<file path="src/rtl/msrv32_pkg.sv">
// ---------------------------------------------------------------------------
// msrv32_pkg
// Shared definitions for the msrv32 fetch front end.
//   FETCH_* : 2-bit state codes of the fetch/flush sequencer
//   NOP_INSTR_C : canonical NOP (addi x0,x0,0) shown to decode during bubbles
//   FLUSH_CNT_W : width of the bubble counter (supports up to 7 bubbles)
// ---------------------------------------------------------------------------
package msrv32_pkg;

  localparam int          FLUSH_CNT_W = 3;
  localparam logic [31:0] NOP_INSTR_C = 32'h00000013;

  typedef logic [1:0] fetch_state_t;

  localparam fetch_state_t FETCH_RUN      = 2'd0;
  localparam fetch_state_t FETCH_HOLD     = 2'd1;
  localparam fetch_state_t FETCH_WAIT_MEM = 2'd2;
  localparam fetch_state_t FETCH_FLUSH    = 2'd3;

endpackage

</file>
<file path="src/rtl/msrv32_fetch_hold_buf.sv">
// ---------------------------------------------------------------------------
// msrv32_fetch_hold_buf
// 32-bit instruction hold buffer with synchronous clear-to-NOP, load enable
// and an output select between the buffered word and the live memory word.
// Ports:
//   i_clk      : clock, rising edge
//   i_clear    : load NOP_INSTR into the buffer (wins over i_load)
//   i_load     : capture i_instr into the buffer
//   i_instr    : live instruction word from memory
//   i_sel_buf  : 1 = present buffered word, 0 = present live word
//   o_instr    : selected instruction word
// ---------------------------------------------------------------------------
module msrv32_fetch_hold_buf
  import msrv32_pkg::*;
#(
  parameter logic [31:0] NOP_INSTR = NOP_INSTR_C
) (
  input  logic        i_clk,
  input  logic        i_clear,
  input  logic        i_load,
  input  logic [31:0] i_instr,
  input  logic        i_sel_buf,
  output logic [31:0] o_instr
);

  logic [31:0] r_buf;

  // Clear has priority so a flush or reset always discards a pending capture.
  always_ff @(posedge i_clk) begin
    if (i_clear) begin
      r_buf <= NOP_INSTR;
    end else if (i_load) begin
      r_buf <= i_instr;
    end
  end

  assign o_instr = i_sel_buf ? r_buf : i_instr;

endmodule

</file>
<file path="src/rtl/msrv32_fetch_flush_ctrl.sv">
// ---------------------------------------------------------------------------
// msrv32_fetch_flush_ctrl
// Fetch-side sequencer: produces the flush request, a stable instruction word
// and the PC-hold signal, absorbing memory wait states, downstream stalls and
// control-flow redirects / traps. Decode sees NOP_INSTR while flushing.
// Ports:
//   ms_riscv32_mp_clk_in          : clock, rising edge
//   ms_riscv32_mp_rst_in          : synchronous active-high reset
//   ms_riscv32_mp_instr_hready_in : instruction memory data valid
//   ms_riscv32_mp_instr_in        : instruction word from memory
//   redirect_in                   : taken branch / jump redirect
//   trap_taken_in                 : trap or mret taken
//   stall_in                      : downstream cannot accept this cycle
//   flush_out                     : flush request to the instruction mux
//   instr_out                     : instruction word to the instruction mux
//   pc_hold_out                   : PC mux keeps the current PC
//   instr_valid_out               : instr_out is a consumable instruction
// Optional (macro MSRV32_FETCH_PERF_CNT_EN):
//   bubble_cnt_out                : cycles with flush_out=1 (wrapping)
//   stall_cnt_out                 : cycles in HOLD with stall_in=1 (wrapping)
// ---------------------------------------------------------------------------
module msrv32_fetch_flush_ctrl
  import msrv32_pkg::*;
#(
  parameter int          FLUSH_CYCLES = 1,
  parameter logic [31:0] NOP_INSTR    = NOP_INSTR_C
) (
  input  logic        ms_riscv32_mp_clk_in,
  input  logic        ms_riscv32_mp_rst_in,
  input  logic        ms_riscv32_mp_instr_hready_in,
  input  logic [31:0] ms_riscv32_mp_instr_in,
  input  logic        redirect_in,
  input  logic        trap_taken_in,
  input  logic        stall_in,
  output logic        flush_out,
  output logic [31:0] instr_out,
  output logic        pc_hold_out,
  output logic        instr_valid_out
`ifdef MSRV32_FETCH_PERF_CNT_EN
  ,
  output logic [31:0] bubble_cnt_out,
  output logic [31:0] stall_cnt_out
`endif
);

  localparam logic [FLUSH_CNT_W-1:0] FLUSH_LOAD = FLUSH_CYCLES[FLUSH_CNT_W-1:0];

  fetch_state_t           r_state;
  logic [FLUSH_CNT_W-1:0] r_flushCnt;

  fetch_state_t           w_stateNxt;
  logic [FLUSH_CNT_W-1:0] w_cntNxt;
  logic                   w_flushEvt;
  logic                   w_bufLoad;
  logic                   w_bufClear;
  logic                   w_selBuf;
  logic [31:0]            w_bufInstr;

  assign w_flushEvt = trap_taken_in | redirect_in;

  // Next-state and output decode. A redirect or trap overrides everything
  // except reset; RUN and WAIT_MEM share the same handling because a
  // WAIT_MEM cycle with hready=1 behaves exactly like a RUN cycle.
  always_comb begin
    w_stateNxt      = r_state;
    w_cntNxt        = r_flushCnt;
    w_bufLoad       = 1'b0;
    w_bufClear      = 1'b0;
    w_selBuf        = 1'b0;
    flush_out       = 1'b0;
    instr_valid_out = 1'b0;
    pc_hold_out     = 1'b0;
    if (w_flushEvt) begin
      flush_out  = 1'b1;
      w_stateNxt = FETCH_FLUSH;
      w_cntNxt   = FLUSH_LOAD;
      w_bufClear = 1'b1;
    end else begin
      case (r_state)
        FETCH_FLUSH: begin
          flush_out = 1'b1;
          // A stall freezes the bubble count; the last bubble picks the exit
          // state from the memory handshake seen in that cycle.
          if (!stall_in) begin
            if (r_flushCnt <= 1) begin
              w_stateNxt = ms_riscv32_mp_instr_hready_in ? FETCH_RUN : FETCH_WAIT_MEM;
            end else begin
              w_cntNxt = r_flushCnt - 1'b1;
            end
          end
        end
        FETCH_RUN, FETCH_WAIT_MEM: begin
          if (ms_riscv32_mp_instr_hready_in) begin
            instr_valid_out = 1'b1;
            pc_hold_out     = stall_in;
            if (stall_in) begin
              w_bufLoad  = 1'b1;
              w_stateNxt = FETCH_HOLD;
            end else begin
              w_stateNxt = FETCH_RUN;
            end
          end else begin
            flush_out   = 1'b1;
            pc_hold_out = 1'b1;
            w_stateNxt  = FETCH_WAIT_MEM;
          end
        end
        FETCH_HOLD: begin
          w_selBuf        = 1'b1;
          instr_valid_out = 1'b1;
          pc_hold_out     = stall_in;
          if (!stall_in) begin
            w_stateNxt = FETCH_RUN;
          end
        end
        default: begin
          flush_out  = 1'b1;
          w_stateNxt = FETCH_FLUSH;
          w_cntNxt   = FLUSH_LOAD;
          w_bufClear = 1'b1;
        end
      endcase
    end
  end

  // Any bubble shows the NOP word regardless of what memory is returning.
  assign instr_out = flush_out ? NOP_INSTR : w_bufInstr;

  // State and bubble counter; reset lands in FLUSH with a full count.
  always_ff @(posedge ms_riscv32_mp_clk_in) begin
    if (ms_riscv32_mp_rst_in) begin
      r_state    <= FETCH_FLUSH;
      r_flushCnt <= FLUSH_LOAD;
    end else begin
      r_state    <= w_stateNxt;
      r_flushCnt <= w_cntNxt;
    end
  end

  msrv32_fetch_hold_buf #(
    .NOP_INSTR (NOP_INSTR)
  ) u_hold_buf (
    .i_clk     (ms_riscv32_mp_clk_in),
    .i_clear   (ms_riscv32_mp_rst_in | w_bufClear),
    .i_load    (w_bufLoad),
    .i_instr   (ms_riscv32_mp_instr_in),
    .i_sel_buf (w_selBuf),
    .o_instr   (w_bufInstr)
  );

`ifdef MSRV32_FETCH_PERF_CNT_EN
  logic [31:0] r_bubbleCnt;
  logic [31:0] r_stallCnt;

  // Free-running event counters; natural 32-bit wrap.
  always_ff @(posedge ms_riscv32_mp_clk_in) begin
    if (ms_riscv32_mp_rst_in) begin
      r_bubbleCnt <= '0;
      r_stallCnt  <= '0;
    end else begin
      if (flush_out) begin
        r_bubbleCnt <= r_bubbleCnt + 32'd1;
      end
      if ((r_state == FETCH_HOLD) && stall_in) begin
        r_stallCnt <= r_stallCnt + 32'd1;
      end
    end
  end

  assign bubble_cnt_out = r_bubbleCnt;
  assign stall_cnt_out  = r_stallCnt;
`endif

endmodule

</file>
<file path="config.mk">
export PLATFORM = sky130hd
export DESIGN_NAME = msrv32_fetch_flush_ctrl
export DESIGN_NICKNAME = d
export VERILOG_FILES = /design/src/rtl/msrv32_pkg.sv /design/src/rtl/msrv32_fetch_hold_buf.sv /design/src/rtl/msrv32_fetch_flush_ctrl.sv
export SDC_FILE = /design/constraint.sdc
export NUM_CORES = 1
export LEC_CHECK = 0
export BUFFER_PORTS_ARGS = -buffer_cell sky130_fd_sc_hd__buf_2
export CORE_UTILIZATION = 46
export CTS_BUF_LIST = sky130_fd_sc_hd__clkbuf_2
export DETAILED_ROUTE_END_ITERATION = 10
export PLACE_DENSITY = 0.78
export SLEW_MARGIN = 10
export SYNTH_ARGS = -nofsm -noshare
export SYNTH_HDL_FRONTEND = slang
export SYNTH_SLANG_ARGS = --single-unit
</file>
<file path="constraint.sdc">
create_clock -name ms_riscv32_mp_clk_in -period 1.65 [get_ports ms_riscv32_mp_clk_in]
set_input_delay 0.33 -clock ms_riscv32_mp_clk_in [delete_from_list [all_inputs] [get_ports ms_riscv32_mp_clk_in]]
set_output_delay 0.33 -clock ms_riscv32_mp_clk_in [all_outputs]
set_load 0.05 [all_outputs]
</file>
== Yosys cells after proc, flatten, opt, wreduce, memory -nomap -nowiden ==
Cells that the tools add are included.
Storage, ports and cells
  word-level logic and storage cells: 45
  output and inout bits: 35
  input bits: 38
  memory bits (writable): 0
  register bits after elaboration: 37
  memories kept: 0
  bits in latches: 0
  bits in read-only memories: 0
Operators by class
  reductions and logical operators: 5
  equal/unequal tests: 6
  bitwise operators: 4
  div/mod/pow operators: 0
  shift-type cells: 0
  order comparisons: 1
  $mul: 0
  $add $sub $neg: 1
  muxes and demuxes: 25
Operators by type and width (count)
  two-way mux 32 bit: 2
  two-way mux 1 bit: 14
  two-way mux 2 bit: 5
  inequality test 2 bit (second input constant): 3
  one-hot mux 1 bit (2 select lines): 3
  one-hot mux 2 bit (3 select lines): 1
  AND reduction 3 bit: 2
  == test 2 bit (second input constant): 2
  OR reduction 2 bit: 2
  less-or-equal comparator 3 x 1 -> 1 bit (second input constant): 1
  subtractor 3 x 1 -> 3 bit (second input constant): 1
  == test 2 x 1 -> 1 bit (second input constant): 1
  zero test 2 bit: 1
  inverter 1 bit: 2
  OR 1 bit: 2

== Depth between registers and ports, before layout ==
Gate-level depths: netlist of run 1.
  word-level depth: 5
  depth in mapped cells: 5
  depth with buffers taken out: 5

== Cells and area by module ==
Synthesis of run 1 repeated with hierarchy kept, for this count alone.
Unflattened totals
  cells, all modules: 217
  area total of the unflattened synthesis: 2292.2 um2
Modules (own cells, without submodules)
  msrv32_fetch_hold_buf: cells an instance 139, sequential area each 640.6 um2, area an instance 1694.1 um2, times used 1
  msrv32_fetch_flush_ctrl: cells an instance 78, sequential area each 100.1 um2, area an instance 598.1 um2, times used 1

== Least setup slack after synthesis of run 1 ==
No wires, ideal clock.
  path kind: flip-flop to output port
  from: register r_state[0]
  to: output port instr_out[22]
  stages on the path, launching flop included: 6
  slack: -0.742 ns
  path buffers: 1
  data required time: 1.320 ns
  data arrival time: 2.062 ns
  path through: dfxtp_1 > or2b_1 > a211oi_4 > inv_2 > buf_6 > a21oi_2
On the way
  longest elaborated chain between the ends: 5
  elaborated cells between the ends (all ways): 11
  classes of those cells: eq/ne (3); mux (6); reduce/logical (2)
Ends and longest elaborated chain
  start, declared: line msrv32_fetch_flush_ctrl.sv:48  | fetch_state_t r_state;
  start signal, assigned: line msrv32_fetch_flush_ctrl.sv:135  | r_state <= w_stateNxt;
  == test 2 bit or zero test 2 bit (tied branches): line msrv32_fetch_flush_ctrl.sv:79  | case (r_state)
  OR reduction 2 bit: line msrv32_fetch_flush_ctrl.sv:79
  one-hot mux 1 bit (2 select lines) (*): line msrv32_fetch_flush_ctrl.sv:79
  two-way mux 1 bit (*): line msrv32_fetch_flush_ctrl.sv:73  | if (w_flushEvt) begin
  net flush_out: line msrv32_fetch_flush_ctrl.sv:35  | output logic flush_out,
  two-way mux 32 bit (*): line msrv32_fetch_flush_ctrl.sv:127  | assign instr_out = flush_out ? NOP_INSTR : w_bufInstr;
  end, declared: line msrv32_fetch_flush_ctrl.sv:36  | output logic [31:0] instr_out,
The timed path passes the listed nets; every way through them passes the cells marked *.

== Final worst setup path of run 1 ==
  from: register r_state[0]
  to: output port instr_out[3]
On the way
  longest elaborated chain between the ends: 5
  elaborated cells between the ends (all ways): 11
  classes of those cells: eq/ne (3); mux (6); reduce/logical (2)
Ends and longest elaborated chain (line)
  == test 2 bit (tied with other cells): msrv32_fetch_flush_ctrl.sv:79
  OR reduction 2 bit or two-way mux 1 bit (tied branches): msrv32_fetch_flush_ctrl.sv:79
  one-hot mux 1 bit (2 select lines) or two-way mux 1 bit (tied branches): msrv32_fetch_flush_ctrl.sv:79, msrv32_fetch_flush_ctrl.sv:73
  two-way mux 1 bit or two-way mux 32 bit (tied branches): msrv32_fetch_flush_ctrl.sv:73, msrv32_fetch_hold_buf.sv:37
  two-way mux 32 bit (*): msrv32_fetch_flush_ctrl.sv:127
Every way passes the cells marked *; elsewhere a longest branch is shown, timed or not.

==> results of run 1 <==
routing by layer:
metal / up-vias / GRT usage / routed length [um]
li1: 999 / - / -
met1: 992 / 0.329 / 2560
met2: 72 / 0.435 / 2990
met3: 7 / 0.0461 / 315
met4: 0 / 0.102 / 83
met5: - / 0 / 0
worst paths after layout:
check                                         from                          endpoint
setup reg to reg           r_state[0]$_SDFFE_PP1P_  u_hold_buf.r_buf[5]$_SDFFE_PP0P_
setup / recovery           r_state[0]$_SDFFE_PP1P_                      instr_out[3]
hold reg to reg   u_hold_buf.r_buf[4]$_SDFFE_PP1P_  u_hold_buf.r_buf[4]$_SDFFE_PP1P_
hold / removal           ms_riscv32_mp_instr_in[0]  u_hold_buf.r_buf[0]$_SDFFE_PP1P_
registers in the layout, summed over array words and instances (netlist names):
register	cells
r_state	2
r_flushCnt	3
u_hold_buf.r_buf	32
worst max-delay path: stages, from the launching register on:
cell,delay (ns)
dfxtp_2,0.37
or2b_1,0.27
a211oi_4,0.25
inv_2,0.10
buf_4,0.21
a21oi_4,0.15
buf_8,0.16
synthesized netlist by cell type (3+ instances only):
master,n,area share
o21ai_0,4,0.0098
o221a_1,10,0.055
buf_6,5,0.027
nand3_1,3,0.0073
a21oi_2,29,0.12
dfxtp_1,37,0.36
a221o_1,3,0.015
o221a_2,19,0.10
inv_1,3,0.0055
clkbuf_1,10,0.018
nand2_1,67,0.12
buf_2,6,0.015
power breakdown:
group / switching, mW / internal, mW / total (mW)
combinational: 0.149 / 0.104 / 0.253
clock: 0.304 / 0.0910 / 0.395
sequential: 0.00292 / 0.897 / 0.900
final cells by class:
type / count / area (um^2)
clock buffers: 5 / 25.0
repair buffers: 96 / 926
inverters: 4 / 15.0
clock inverters: 2 / 11.3
fillers: 270 / 805
well taps: 50 / 62.6
multi-input cells: 167 / 1550
flip-flops and latches: 37 / 746
cells by family after synthesis:
group	share of synthesized area
AO/OA/AOI/OAI	0.354
flip-flops	0.361
buffers and inverters	0.0676
AND/OR/NAND/NOR	0.205
adder cells (fa/ha/maj)	0.0122
what timing repair did:
item,CTS,global route
setup buffers,2,1
pin swaps,3,14
cloned,3,1
resized for setup,98,41
endpoints found under the setup margin,64,35
==> results by stage, run 1 <==
GRT:
- The initial antenna violation count is 0.
- In the global route stage, overall resource usage came out at 0.260.
- Entering global routing, the biggest net connects 30 pins.
- The first global-routing pass estimated 9010 um of wire.
- The overall overflow remaining after global route is 0.
- The number of global-route vias before repair was 1919.

Cells and area:
- The area growth from synthesis to layout is 62.6%.
- The post-layout utilization of the core is 0.806.
- The final standard cell count with taps included and fillers excluded is 361.
- The cell area after layout is 3340 um^2.
- The count of antenna diodes in the layout is 0.
- The net count of the finished layout is 351.
- The leading cell type in the layout, fill and taps excluded is buf_2.
- The top cell types in the final layout, fill and taps aside, are buf_2 (37), dfxtp_1 (35), nand2_1 (34), buf_6 (34), a21oi_4 (29).
- In the final layout, the share of cells above drive strength 1 is 0.640.

Worst setup path:
- The critical path is of the reg2out type.
- In this run the worst path has a maximum fanout of 7.
- For the worst setup path, the data required time is 1.32 ns.
- The startpoint type of the worst setup path is a flip-flop.
- The kind of end point of the critical path is an output pin.
- The slack of the worst reg-to-reg path is 0.06 ns.
- The arrival time reported for the critical path endpoint is 1.91 ns.
- The logic depth of the worst register-to-register path is 4.

Placed design:
- Summed over all nets, the half-perimeter wirelength after detailed placement is 3520 um.
- The worst setup slack before clock tree synthesis is -0.323 ns.
- Once placement finished, the instance area stood at 2800 um^2.
- The final weighted congestion in routability-driven placement is 0.802.
- During placement, the flow inserted port buffers numbering 72.
- The cell count after placement is 349.

Die:
- The floorplan has 23 rows.
- The die outline area is 4730 um^2.
- The initial utilization of the core area, before any placement, comes to 0.495.
- The floorplan step defined a core boundary enclosing 4140 um^2.
- The count of pins on the block boundary is 73.
- The floorplan step set the die width to 68.8 um.
- In this run the vertical extent of the chip is 68.8 um.

Drt:
- Dividing the detail-routed via count by the number of cells gives 5.73.
- The number of nets still failing antenna checks after routing is 0.
- The average routed wire per standard cell is 16.5 um.
- The number of remaining DRC errors is 0.
- The first detailed-routing pass took 5 iterations.
- The violation count after the first detailed-route iteration is 197.
- The final route contains 2070 vias.
- Summed over all layers, the routed wires come to 5950 um.

STA:
- The clock tree skew after final layout is 0.0245 ns.
- The worst path in the final design needs a cycle of 2.24 ns, including I/O delays and setup.
- The actual transition at the worst max-transition pin is 0.676 ns.
- Setup repair after global routing could not meet its margin everywhere.
- The aggregate negative setup slack is -18.82 ns.
- The slack of the critical path is -0.588 ns.
- The max-slew violation count is 0.
- For this run, the top clock speed supported by timing is 447 MHz.
- Across all hold checks on the routed design, the worst slack comes to 0.167 ns.
- Of the available clock period, the critical path in the final layout requires 1.36.
- The final count of negative-setup-slack endpoints is 35.
- The worst-case headroom to the max-slew limit is 0.548.
- The total count of hold-check failures in the final report is 0.

Synthesis:
- The share of synthesized registers carrying an async set or reset is 0.
- The number of nets produced by synthesis is 269.
- After synthesis, the netlist uses 40 different library cells.
- The primary flip-flop cell chosen by synthesis mapping is dfxtp_1.
- After synthesis, the mean cell area works out to 8.97 um^2.
- The number of enable flip-flop cells after synthesis is 0.
- The synthesized design contains 37 register bits.
- For this run, the register share of the synthesized area comes to 0.361.
- The number of warning messages in the yosys log is 0.
- The gate count after technology mapping is 229.
- The total standard cell area after synthesis is 2050 um^2.

Outcome:
- The run finished, with violations left.
- The checks that failed: setup timing.

Clocking:
- The clock tree from TritonCTS is built.
- Buffers inserted to repair hold after CTS numbered 0.
- The tree is rooted in a clkbuf_2.
- In this run, CTS created clock tree buffers numbering 5.
- The CTS clock-pin slew for the worst setup and hold paths is 0.18 ns.
- In this run the number of H-tree levels came out at 2.
- The source-to-sink clock delay at the later pin of the worst-skew pair is 0.41 ns.
- The clock passes through at most 2 buffers.
- The number of sinks driven by the clock tree is 37.

Hold path:
- The path class of the tightest hold or removal check is in2reg.
- The worst hold path was traced through 2 stages.

Flow run:
- The number of max-cap violations is 0.

Pwr:
- IR analysis of the VDD net gives a maximum drop of 0.330 mV.
- For this design the static power due to leakage is 1.39 nW.
- The final total power is 1.55 mW.
- The power density normalized to cell area is 463 nW/um^2.
(Power assumes the default switching activity.)
==> inputs of run 2 (changes only) <==
- CORE_UTILIZATION: 46 -> 47
- PLACE_DENSITY: 0.78 -> 0.75
- SYNTH_HIERARCHICAL: not set -> 1
- clock period: 1.65 -> 2.2 ns (I/O delays scaled with it)
==> results by stage, run 2 <==
Drt:
- The number of remaining DRC errors is 0.
- For this block, the via count after detailed routing is 1840.
- Using the TritonRoute via totals, the vias-per-cell ratio works out to 5.10.
- Summed over all layers, the routed wires come to 5450 um.
- The count of TritonRoute iterations in the first routing pass is 4.
- The violation count after the first detailed-route iteration is 84.
- The average routed wire per standard cell is 15.1 um.
- The number of nets still failing antenna checks after routing is 0.

Synthesis:
- The mean instance size in the synthesized netlist is 10.6 um^2.
- The cell with the most instances after synthesis is dfxtp_1.
- The netlist uses 36 different library cells.
- In the synthesized netlist, the cells that appear most often are dfxtp_1 (37), mux2_4 (30), nor2_1 (30), and2_1 (29), mux2i_1 (29).
- The number of nets produced by synthesis is 257.
- In the synthesized netlist the dominant register cell turns out to be dfxtp_1.
- The flop and latch count out of synthesis is 37.
- The sequential share of the synthesized area is 0.323.
- The gate count after technology mapping is 217.
- The area fraction of the dominant cell type after synthesis is 0.323.
- The synthesized netlist occupies a cell area of 2290 um^2.
- In this run, synthesis inferred 0 flip-flops with an integrated enable.
- The most area-hungry cell type in the Yosys netlist is dfxtp_1.
- The number of warning messages in the yosys log is 6.
- Ranked by total cell area, the synthesized netlist is headed by dfxtp_1 (32%), mux2_4 (20%), mux2i_1 (13%).
- Counting flops with an async set or reset pin after synthesis yields a share of 0.

Hold path:
- The startpoint identified for the worst hold timing path is ms_riscv32_mp_instr_in[4].
- The worst hold path class is in2reg.
- The worst hold endpoint is u_hold_buf/r_buf[4]$_SDFFE_PP1P_.
- Counting instances, the worst hold path has a depth of 2.

Pwr:
- Internal power comes to 0.859 mW.
- In this run the static leakage power is 1.41 nW.
- The worst-case IR drop observed on VDD is 0.329 mV.
- Of the total power, registers draw 0.580.
- The power density normalized to cell area is 348 nW/um^2.
- The analysis attributes to net switching a power of 0.300 mW.
- Of the total power, the share spent switching nets is 0.259.
- The share of total power dissipated in the clock network is 0.256.
- The power share of the combinational group is 0.164.

Cells and area:
- The layout net count is 346.
- At the end of the flow the core is filled with cells to 0.709.
- Of the cells placed in the final design, the portion with a size suffix greater than 1 is 0.583.
- The count of antenna diodes in the layout is 0.
- Relative to the synthesized area, the layout overhead comes to 45.2%.
- The largest register by flop count is u_hold_buf/r_buf.
- In the layout the commonest cells are buf_2 (38), dfxtp_1 (35), mux2_4 (32).
- In the final layout, the registers with the most flip-flops are u_hold_buf/r_buf x32, r_flushCnt x3, r_state x2.
- The register with the most flip-flops in the layout has 32 of them.
- The leading cell type in the layout, fill and taps excluded is buf_2.

GRT:
- The number of global-route vias before repair was 1744.
- The initial antenna violation count was 0.
- In the global route stage, overall resource usage came out at 0.205.
- The first global-routing pass estimated 8180 um of wire.
- The maximum number of pins on one net before global-route repair is 36.
- The overall overflow remaining after global route is 0.

Clocking:
- CTS saw 37 sinks.
- The CTS clock-pin slew for the worst setup and hold paths is 0.19 ns.
- The clock tree synthesis step divided the H-tree into 2 levels.
- The cell at the root of the clock tree is clkbuf_2.
- Counting along the longest clock path gives a buffer depth of 2.
- For this design, the CTS-stage hold fixing added 0 buffers.
- Clock tree synthesis inserted a total of 5 buffers.
- The clock tree from TritonCTS is built.
- The source-to-sink clock delay at the later pin of the worst-skew pair is 0.38 ns.

Placed design:
- The number of port buffers is 72.
- Detailed placement ended at an HPWL of 3140 um.
- The final weighted congestion in routability-driven placement is 0.811.

Outcome:
- The run finished, with violations left.
- The checks that failed: setup timing.

STA:
- The maximum clock frequency is 419 MHz.
- Dividing the final minimum period by the clock period gives 1.09.
- In the post-route analysis, the smallest setup slack over all paths is -0.188 ns.
- The max-slew violation count was 0.
- The final critical delay including setup and external delays is 2.39 ns.
- The total count of hold-check failures in the final report was 0.
- The final count of negative-setup-slack endpoints is 34.
- Setup repair after global routing could not meet its margin everywhere.
- On the final layout, the worst clock skew is 0.0161 ns.
- Final hold analysis gives a worst-case slack of 0.273 ns.
- In this run the tightest slew margin relative to its limit is 0.713.
- At the pin with the least slew margin, the transition time is 0.429 ns.

Worst setup path:
- The worst register-to-register path ends at u_hold_buf/r_buf[0]$_SDFFE_PP1P_.
- Setup slack on the worst reg-to-reg path comes out at 0.60 ns.
- The delay of the slowest critical-path stage is 0.36 ns.
- The maximum fanout count along the critical path is 8.
- The required time reported for the critical path endpoint is 1.76 ns.
- Measured in cells, the most critical reg-to-reg path has a length of 6.
- STA classifies the critical path endpoint as an output pin.
- The slowest stage of the critical path belongs to the cell dfxtp_2.
- STA classifies the critical path startpoint as a flip-flop.
- The critical path is of the reg2out type.
- At the worst endpoint, the arrival time is 1.95 ns.
- The worst register-to-register path begins at r_state[0]$_SDFFE_PP1P_.
- Walking the worst path, the cells encountered are nand2b_4, nor3_4, buf_6, buf_12, mux2_4, and2_4, buf_8.

Die:
- The starting density of the core is 0.489.
- During I/O placement, the number of pins put on the boundary was 73.
- The die outline height is 71.8 um.
- The die outline area is 5160 um^2.
- The number of core rows is 25.
- The horizontal extent of the die is 71.8 um.
- The total area inside the core boundary comes to 4690 um^2.

Flow run:
- The number of max-cap violations is 0.
run 2: changes by cell type after synthesis, moves of 8 or more:
cell and change:
nand2_1 -64, mux2_4 +30, a21oi_2 -29, and2_1 +29
mux2i_1 +29, nor2_1 +28, o221a_2 -18, o221a_1 -10
clkbuf_1 -8
run 2: routing by layer:
metal / global-route usage / wire length, um / vias to the layer above
met3: 0.0380 / 205 / 4
met4: 0.0523 / 44 / 0
met1: 0.252 / 2380 / 880
met5: 0 / 0 / -
met2: 0.367 / 2820 / 46
li1: - / - / 910
run 2: critical path: cells and delay by family, from the launching register on:
family / cells / cell delay, ns
buffers and inverters: 3 / 0.44
flip-flops: 1 / 0.36
multiplexers: 1 / 0.31
AND/OR/NAND/NOR: 3 / 0.47
run 2: timing repair:
item                                    in CTS  in global routing
resized for setup                          119                 18
pin swaps                                    2                  2
gates cloned                                 4                  1
setup buffers                                4                  3
endpoints found under the setup margin      34                 34
run 2: stage by stage:
stage / total power, mW / cell area, um^2 / std cells / TNS, ns / setup slack [ns]
2_1_floorplan: 0.779 / 2300 / 217 / 0 / 0.0908
6_report: 1.16 / 3330 / 361 / -5.55 / -0.188
5_1_grt: 1.21 / 3330 / 361 / -7.86 / -0.252
4_1_cts: 1.17 / 3250 / 358 / -6.45 / -0.217
3_5_place_dp: 0.843 / 2700 / 342 / -0.0406 / -0.0395
3_3_place_gp: 0.841 / 2700 / 342 / 0 / 0.0171
run 2: kinds of logic after synthesis:
| logic type | synth area share |
|---|---|
| AOI/OAI and AO/OA | 0.0546 |
| adders and majority gates | 0.0109 |
| buffers and inverters | 0.0824 |
| DFF | 0.323 |
| muxes | 0.333 |
| and+or+nand+nor | 0.196 |
run 2: area by class of cell:
class | instances | area (um^2)
multi-input cells | 161 | 1490
fillers | 361 | 1360
repair buffers | 96 | 961
flip-flops and latches | 37 | 746
well taps | 54 | 67.6
clock buffers | 6 | 30.0
inverters | 5 | 21.3
clock inverters | 2 | 10.0
run 2: worst max path at each step:
stage | depth (start not counted) | from | to
2_1_floorplan | 6 | r_state[1]$_SDFFE_PP1P_ | instr_out[0]
3_3_place_gp | 6 | redirect_in | instr_out[29]
3_5_place_dp | 6 | redirect_in | instr_out[29]
4_1_cts | 7 | r_state[1]$_SDFFE_PP1P_ | instr_out[29]
5_1_grt | 7 | r_state[1]$_SDFFE_PP1P_ | instr_out[0]
6_report | 7 | r_state[1]$_SDFFE_PP1P_ | instr_out[29]
run 2: power groups by stage:
stage,Sequential [mW],Clock [mW],Combinational [mW]
global placement,0.687,0,0.154
global route,0.673,0.335,0.200
finish,0.672,0.297,0.190
detailed placement,0.687,0,0.156
floorplan,0.687,0,0.0921
CTS,0.674,0.310,0.182
